<file path="src/rtl/dmem_arbiter_if.sv">
// Bus bundle between the requesters, the arbiter and the single-port data memory.
// The slave view belongs to the arbiter. The master view belongs to the
// environment that drives the requests and models the memory.
interface dmem_arbiter_if #(
  parameter int N = 2
);
  logic [N-1:0]    req_valid;
  logic [N-1:0]    req_lock;
  logic [N*32-1:0] req_addr;
  logic [N*32-1:0] req_wdata;
  logic [N-1:0]    req_we;
  logic [N*4-1:0]  req_be;
  logic [N-1:0]    req_ready;
  logic [N-1:0]    rsp_valid;
  logic [31:0]     rsp_rdata;
  logic [31:0]     mem_addr;
  logic [31:0]     mem_wdata;
  logic            mem_we;
  logic [3:0]      mem_be;
  logic [31:0]     mem_rdata;

  modport slave (
    input  req_valid, req_lock, req_addr, req_wdata, req_we, req_be, mem_rdata,
    output req_ready, rsp_valid, rsp_rdata, mem_addr, mem_wdata, mem_we, mem_be
  );

  modport master (
    output req_valid, req_lock, req_addr, req_wdata, req_we, req_be, mem_rdata,
    input  req_ready, rsp_valid, rsp_rdata, mem_addr, mem_wdata, mem_we, mem_be
  );
endinterface

</file>
<file path="src/rtl/dmem_arbiter.sv">
// Round-robin arbiter that shares one single-port data memory between N requesters.
// At most one grant is made per cycle. A requester may hold the memory with a
// lock for at most MAX_LOCK consecutive grants. Read data comes back one cycle
// after acceptance, together with a one-hot response pulse.
module dmem_arbiter #(
  parameter int N        = 2,
  parameter int MAX_LOCK = 8
) (
  input  logic          clk,
  input  logic          rst_n,
  dmem_arbiter_if.slave bus
);
  localparam int PW = (N > 1) ? $clog2(N) : 1;

  logic [PW-1:0] rr_ptr;
  logic [PW-1:0] owner;
  logic          lock_active;
  logic [7:0]    lock_cnt;

  logic          lock_hold;
  logic          gnt_any;
  logic [PW-1:0] gnt_idx;
  logic [PW-1:0] cand;
  logic [7:0]    cnt_eff;
  logic          lock_go;

  logic [N-1:0]  rsp_valid_p1;
  logic [31:0]   rsp_rdata_p1;

  // Grant selection: a lock whose owner is still valid wins. Otherwise the
  // first valid index at or after rr_ptr, taken modulo N, wins.
  always_comb begin
    cand      = '0;
    lock_hold = lock_active && bus.req_valid[owner];
    gnt_any   = 1'b0;
    gnt_idx   = '0;
    if (lock_hold) begin
      gnt_any = 1'b1;
      gnt_idx = owner;
    end else begin
      // Scan from the far end so that the candidate closest to rr_ptr is the
      // last one written, and therefore the one that wins.
      for (int k = N - 1; k >= 0; k--) begin
        cand = PW'((int'(rr_ptr) + k) % N);
        if (bus.req_valid[cand]) begin
          gnt_any = 1'b1;
          gnt_idx = cand;
        end
      end
    end
  end

  // Lock decision for the current grant. If the owner has dropped its
  // request, the run count restarts from zero.
  always_comb begin
    cnt_eff = lock_hold ? lock_cnt : 8'd0;
    lock_go = gnt_any && bus.req_lock[gnt_idx] && ((int'(cnt_eff) + 1) < MAX_LOCK);
  end

  // Memory port drive and the one-hot ready. All outputs are zero when there is no grant.
  always_comb begin
    bus.req_ready = '0;
    bus.mem_addr  = '0;
    bus.mem_wdata = '0;
    bus.mem_we    = 1'b0;
    bus.mem_be    = '0;
    if (gnt_any) begin
      bus.req_ready[gnt_idx] = 1'b1;
      bus.mem_addr           = bus.req_addr[32*int'(gnt_idx) +: 32];
      bus.mem_wdata          = bus.req_wdata[32*int'(gnt_idx) +: 32];
      bus.mem_we             = bus.req_we[gnt_idx];
      bus.mem_be             = bus.req_be[4*int'(gnt_idx) +: 4];
    end
  end

  // Arbitration state: the round-robin pointer moves only when a grant ends
  // without keeping the lock.
  always_ff @(posedge clk or negedge rst_n) begin
    if (!rst_n) begin
      rr_ptr      <= '0;
      owner       <= '0;
      lock_active <= 1'b0;
      lock_cnt    <= 8'd0;
    end else if (gnt_any) begin
      if (lock_go) begin
        lock_active <= 1'b1;
        owner       <= gnt_idx;
        lock_cnt    <= cnt_eff + 8'd1;
      end else begin
        lock_active <= 1'b0;
        lock_cnt    <= 8'd0;
        rr_ptr      <= PW'((int'(gnt_idx) + 1) % N);
      end
    end else begin
      lock_active <= 1'b0;
      lock_cnt    <= 8'd0;
    end
  end

  // Response stage (p1): one-cycle pulse for every accepted access. Read data
  // is captured only for reads, so writes leave the previous value in place.
  always_ff @(posedge clk or negedge rst_n) begin
    if (!rst_n) begin
      rsp_valid_p1 <= '0;
      rsp_rdata_p1 <= '0;
    end else begin
      rsp_valid_p1 <= '0;
      if (gnt_any) begin
        rsp_valid_p1[gnt_idx] <= 1'b1;
        if (!bus.req_we[gnt_idx]) begin
          rsp_rdata_p1 <= bus.mem_rdata;
        end
      end
    end
  end

  assign bus.rsp_valid = rsp_valid_p1;
  assign bus.rsp_rdata = rsp_rdata_p1;

endmodule

</file>
<file path="src/flat_wrapper.sv">
// flat-port wrapper written by rule: the top's interface ports become plain ports
module dmem_arbiter_flat 
#(
  parameter int N        = 2,
  parameter int MAX_LOCK = 8
)
  (clk, rst_n, bus_req_valid, bus_req_lock, bus_req_addr, bus_req_wdata, bus_req_we, bus_req_be, bus_mem_rdata, bus_req_ready, bus_rsp_valid, bus_rsp_rdata, bus_mem_addr, bus_mem_wdata, bus_mem_we, bus_mem_be);
  dmem_arbiter_if #(.N(N)) bus_i ();
  input  logic clk;
  input  logic rst_n;
  input wire logic [$bits(bus_i.req_valid)-1:0] bus_req_valid;
  input wire logic [$bits(bus_i.req_lock)-1:0] bus_req_lock;
  input wire logic [$bits(bus_i.req_addr)-1:0] bus_req_addr;
  input wire logic [$bits(bus_i.req_wdata)-1:0] bus_req_wdata;
  input wire logic [$bits(bus_i.req_we)-1:0] bus_req_we;
  input wire logic [$bits(bus_i.req_be)-1:0] bus_req_be;
  input wire logic [$bits(bus_i.mem_rdata)-1:0] bus_mem_rdata;
  output wire logic [$bits(bus_i.req_ready)-1:0] bus_req_ready;
  output wire logic [$bits(bus_i.rsp_valid)-1:0] bus_rsp_valid;
  output wire logic [$bits(bus_i.rsp_rdata)-1:0] bus_rsp_rdata;
  output wire logic [$bits(bus_i.mem_addr)-1:0] bus_mem_addr;
  output wire logic [$bits(bus_i.mem_wdata)-1:0] bus_mem_wdata;
  output wire logic [$bits(bus_i.mem_we)-1:0] bus_mem_we;
  output wire logic [$bits(bus_i.mem_be)-1:0] bus_mem_be;
  assign bus_i.req_valid = bus_req_valid;
  assign bus_i.req_lock = bus_req_lock;
  assign bus_i.req_addr = bus_req_addr;
  assign bus_i.req_wdata = bus_req_wdata;
  assign bus_i.req_we = bus_req_we;
  assign bus_i.req_be = bus_req_be;
  assign bus_i.mem_rdata = bus_mem_rdata;
  assign bus_req_ready = bus_i.req_ready;
  assign bus_rsp_valid = bus_i.rsp_valid;
  assign bus_rsp_rdata = bus_i.rsp_rdata;
  assign bus_mem_addr = bus_i.mem_addr;
  assign bus_mem_wdata = bus_i.mem_wdata;
  assign bus_mem_we = bus_i.mem_we;
  assign bus_mem_be = bus_i.mem_be;
  dmem_arbiter #(.N(N), .MAX_LOCK(MAX_LOCK)) u_core (.clk(clk), .rst_n(rst_n), .bus(bus_i));
endmodule
</file>
<file path="config.mk">
export PLATFORM = sky130hd
export DESIGN_NAME = dmem_arbiter_flat
export DESIGN_NICKNAME = d
export VERILOG_FILES = /design/src/rtl/dmem_arbiter_if.sv /design/src/rtl/dmem_arbiter.sv /design/src/flat_wrapper.sv
export SDC_FILE = /design/constraint.sdc
export NUM_CORES = 1
export LEC_CHECK = 0
export BUFFER_PORTS_ARGS = -buffer_cell sky130_fd_sc_hd__buf_2
export CAP_MARGIN = 20
export CORE_AREA = 2 2 109 111
export CTS_BUF_LIST = sky130_fd_sc_hd__clkbuf_4
export DETAILED_ROUTE_END_ITERATION = 12
export DIE_AREA = 0 0 111 113
export SKIP_CTS_REPAIR_TIMING = 1
export SLEW_MARGIN = 10
export SYNTH_ARGS = -nofsm -noshare
export SYNTH_HDL_FRONTEND = slang
export SYNTH_SLANG_ARGS = --single-unit
</file>
<file path="constraint.sdc">
create_clock -name clk -period 5.2 [get_ports clk]
set_clock_uncertainty 0.15 [all_clocks]
set_input_delay 0.78 -clock clk [delete_from_list [all_inputs] [get_ports clk]]
set_output_delay 0.78 -clock clk [all_outputs]
set_load 0.03 [all_outputs]
</file>
[After elaboration in Yosys (flattened, before gate mapping)]
Index checks and enable logic that the tools add are counted.
Storage, ports and cells
  register bits: 45
  input bits: 176
  logic and storage cells: 56
Cells by class
  $add $sub $neg: 4
  order comparisons: 6
  shifts and indexed selects: 3
  mux-type cells: 28
  bitwise gates (word level): 2
  reduce and logical (&&, ||, !) cells: 7
Operators with widths (count)
  $shiftx A64 B7 Y32: 2
  $mux W32: 2
  $lt A32 B5 Y1 const B: 1
  $mux W8: 3
  $mux W1: 20
  $add A8 B1 Y9 const B: 1
  $add A8 B1 Y8 const B: 1
  $lt A1 B2 Y1 const B: 4
  $shiftx A8 B4 Y4: 1
  $reduce_and A2 Y1: 3
  $logic_and A1 B1 Y1: 4
  $mux W4: 1
  $add A1 B1 Y1 const B: 2
  $mux W2: 1
  $not A1 Y1: 2
  $demux W1 S1: 1
  $ge A1 B1 Y1 const B: 1

[Logic depth before layout (Yosys ltp)]
  depth in word-level cells: 12
  gate-level depth with buffers: 8
  mapped depth without buffers: 8

[Least setup slack after synthesis]
Ideal clock, no wire load.
  path kind: input -> output
  start point: in bus_req_valid[1]
  end point: out bus_mem_be[0]
  data arrival time: 2.375 ns
  setup slack: 1.895 ns
  cell stages on the path: 6
  path buffers: 3
  path through: or2_2 -> clkbuf_1 -> clkbuf_1 -> clkbuf_1 -> nand2_1 -> o21ai_0
On the way
  word-level cells in the longest chain between the ends: 7
Ends and longest elaborated chain
  start: declaration: line flat_wrapper.sv:11  | input wire logic [$bits(bus_i.req_valid)-1:0] bus_req_valid;
  $mux W1 (not written as such) (2 in series): line dmem_arbiter.sv:45  | if (bus.req_valid[cand]) begin
  $mux W1 (2 in series): line dmem_arbiter.sv:45
  $mux W1: line dmem_arbiter.sv:37  | if (lock_hold) begin
  $shiftx A8 B4 Y4: line dmem_arbiter.sv:72  | bus.mem_be = bus.req_be[4*int'(gnt_idx) +: 4];
  $mux W4 (*): line dmem_arbiter.sv:67  | if (gnt_any) begin
  end: declaration: line flat_wrapper.sv:24  | output wire logic [$bits(bus_i.mem_be)-1:0] bus_mem_be;
Every way passes the cells marked *; elsewhere a longest branch is shown, timed or not. The select of a mux whose other input is x is not followed.

[Worst setup path in the final report]
  start point: reg u_core.lock_active
  end point: out bus_mem_we
On the way
  word-level cells in the longest chain between the ends: 5
Ends and longest elaborated chain
  start: declaration: line dmem_arbiter.sv:17  | logic lock_active;
  start signal: assignment: line dmem_arbiter.sv:82  | lock_active <= 1'b0;
  start signal: assignment: line dmem_arbiter.sv:86  | lock_active <= 1'b1;
  start signal: assignment: line dmem_arbiter.sv:90  | lock_active <= 1'b0;
  $logic_and A1 B1 Y1 (*): line dmem_arbiter.sv:34  | lock_hold = lock_active && bus.req_valid[owner];
  $mux W1: line dmem_arbiter.sv:37
  $mux W1 (not written as such) (2 in series): line dmem_arbiter.sv:71  | bus.mem_we = bus.req_we[gnt_idx];
  $mux W1 (*): line dmem_arbiter.sv:67
  end: declaration: line flat_wrapper.sv:23  | output wire logic [$bits(bus_i.mem_we)-1:0] bus_mem_we;
Marks and branches as above.

==> summary.txt <==
Floorplanning
  • DIE AREA: roughly 13000 µm²
  • Core Box Area: between 10000 and 15000 µm²
  • # rows: 39
  • IO Count: 281
  • Die Wd: approximately 110 µm
  • Die Height: approximately 110 µm
  • Initial Util: between 20% and 30%

Synth
  • Yosys top cell by area: dfrtp_1
  • Synth Instances: 351
  • Post-synthesis cell type count: 30
  • Primary FF master, synth: dfrtp_1
  • Syn Area/Cell: 7.771 µm²
  • Post-synthesis register bit count: 45
  • Sequential share of the synthesized area: around two fifths
  • Post-synth EDFFs: 0
  • Post-synth top cells: nand2_1, o21ai_0, dfrtp_1
  • Share of the synthesized area in the top cell type: a little over 40%
  • Post-synthesis instance area: about 2700 µm²
  • Yosys warns: 0
  • Synth top area cells: dfrtp_1, nand2_1, mux2_2
  • Most common cell in the synthesized netlist: nand2_1
  • Async S/R FF share, synth: 100.0%

Power
  • Leak: ~2.4 nW
  • Peak VDD IR: between 150 and 200 µV
  • Pwr Density: roughly 340 nW/µm²

Timing
  • Slew HR: 63.39%
  • Maximum clock frequency: 299.8 MHz
  • Final Hold Fails: 0
  • RSZ-0062 raised after global routing: false
  • Slew Limit Fails: 0
  • Final setup fails: 0
  • TNS Setup: 0 ns
  • Final period utilization: roughly 64%
  • Final worst path period need: 3.335 ns
  • PnR worst setup slack: roughly 1.9 ns
  • Worst-margin pin slew: 0.5474 ns

Route
  • Drt wl/cell: approximately 13 µm
  • Via count: 3406
  • Starting DRC count in detailed routing: 148
  • Initial DRT Pass Iterations: 4
  • Post-route DRC: 0
  • ANT nets after route: 0
  • Routed vias/inst: approximately 4.5
  • Total wire length: roughly 10000 µm

Clock network
  • Worst-path clk slew: between 0.15 and 0.2 ns
  • H-Tree Depth: 2
  • Cts bufs inserted: 5
  • CTS tree: done
  • CTS root buf: clkbuf_4
  • Clock tree buffer depth: 2
  • Sink Count: between 40 and 50
  • Clock Latency Late Sink: about 0.35 ns

Placed design
  • Routability cong.: roughly 0.92
  • DP HPWL: 8195 µm
  • DP Worst Slack: 1.717 ns
  • Port Buffers: between 200 and 300

Min path
  • Hold Path Class: in -> async

Critical path
  • Worst Setup Start Kind: register
  • Worst R2R Path Depth: 7
  • Critical path arrival: ~2.4 ns
  • Critical Path Sink Type: primary output
  • CP Max Fanout: roughly 140
  • CP Class: reg -> out
  • RR Startpoint: u_core.owner
  • Crit Reg-Reg Endpoint: u_core.owner
  • Critical Path RT: between 4 and 5 ns
  • FF-to-FF setup slack: between 2 and 2.5 ns

GRT
  • Antenna violations before repair: 0
  • Remaining Overflow, GRT: 0
  • First-pass GRT wire length: between 15000 and 20000 µm
  • Total GRT Usage: between 10% and 20%
  • Vias in the first global route: about 3200
  • Largest net degree at the start of global routing: between 100 and 150

Cells and area
  • Final net count: 796
  • Filler cells: ~1100
  • ANT cells: 0
  • Util after Layout: 38.91%
  • Share of layout cells above drive strength 1: ~53%
  • Area delta synth->final: 60.78%

Status
  • Outcome: complete, no violations

Run
  • Max Cap Viol: 0
-- state kept, by name, summed over array words and instances (netlist names) --
register / cells
u_core.lock_active: 1
u_core.bus.rsp_valid: 2
u_core.owner: 1
u_core.lock_cnt: 8
u_core.rr_ptr: 1
u_core.bus.rsp_rdata: 32
-- layout make-up --
class                   count  area (µm²)  area share, %
repair buffers            284        1476          33.67
well taps                 143       178.9          4.080
inverters                   2       7.507         0.1712
multi-input cells         281        1511          34.47
clock inverters             3       47.55          1.084
clock buffers               5       37.54         0.8559
flip-flops and latches     45        1126          25.68
-- power by group --
| group | switching, W | internal, W | leakage [nW] |
|---|---|---|---|
| sequential | 0.0000380 | 0.000420 | 0.532 |
| clock | 0.000126 | 0.000105 | 0.0462 |
| combinational | 0.000552 | 0.000267 | 1.86 |
| total | 0.000716 | 0.000792 | 2.43 |
-- routing by layer --
metal | track usage, % | vias to the layer above | share of wire [%]
met5 | 0 | - | 0
met4 | 5.667 | 0 | 3.0
met3 | 4.821 | 26 | 10
met2 | 24.83 | 206 | 47
met1 | 17.96 | 1476 | 39
li1 | - | 1698 | -
-- layout by cell type (no fill, tap or decap), types with 3 or more instances in the layout --
cell type and instances:
mux2_2 34, buf_2 280, a21oi_1 3, nand2_1 141, dfrtp_1 45, nor2_1 6, and2_1 3, o21ai_0 68
conb_1 5, clkbuf_4 5
-- critical path, cell delays in order, from the launching register on --
cell and delay [ns]:
dfrtp_1 0.45, mux2i_1 0.22, a21oi_4 0.21, buf_12 0.37, mux2i_1 0.40, nor2_1 0.12, buf_2 0.21
-- kinds of logic (layout without fill, tap and decap cells) --
| logic type | after synthesis | after routing | share of synthesized area [%] |
|---|---|---|---|
| compound gates | 79 | 79 | 15.46 |
| fa+ha+maj | 1 | 1 | 0.4586 |
| buf+inv | 29 | 294 | 4.128 |
| flops | 45 | 45 | 41.28 |
| mux | 37 | 37 | 15.18 |
| other cells | 1 | 5 | 0.1375 |
| simple gates | 159 | 159 | 23.35 |
-- per-stage QoR --
stage	cell area, µm²	hold slack (ns)	cells	total power [W]
3_5_place_dp	4273	0.3280	754	0.001286
5_1_grt	4385	0.2056	763	0.001602
3_3_place_gp	4253	0.3210	753	0.001276
6_report	4385	0.2128	763	0.001507
4_1_cts	4358	0.3633	762	0.001524
2_1_floorplan	2743	0.3344	355	0.001010
-- worst max path at each step --
stage / slack (ns) / end / from
after floorplan: 1.89 / bus_mem_be[0] / bus_req_valid[1]
after global placement: 1.77 / bus_mem_addr[31] / bus_req_valid[0]
after detailed placement: 1.72 / u_core.owner / bus_req_valid[0]
after CTS: 1.76 / bus_mem_we / u_core.lock_active
after global routing: 1.63 / bus_mem_we / u_core.lock_active
final: 1.86 / bus_mem_we / u_core.lock_active
(Power assumes the default switching activity.)
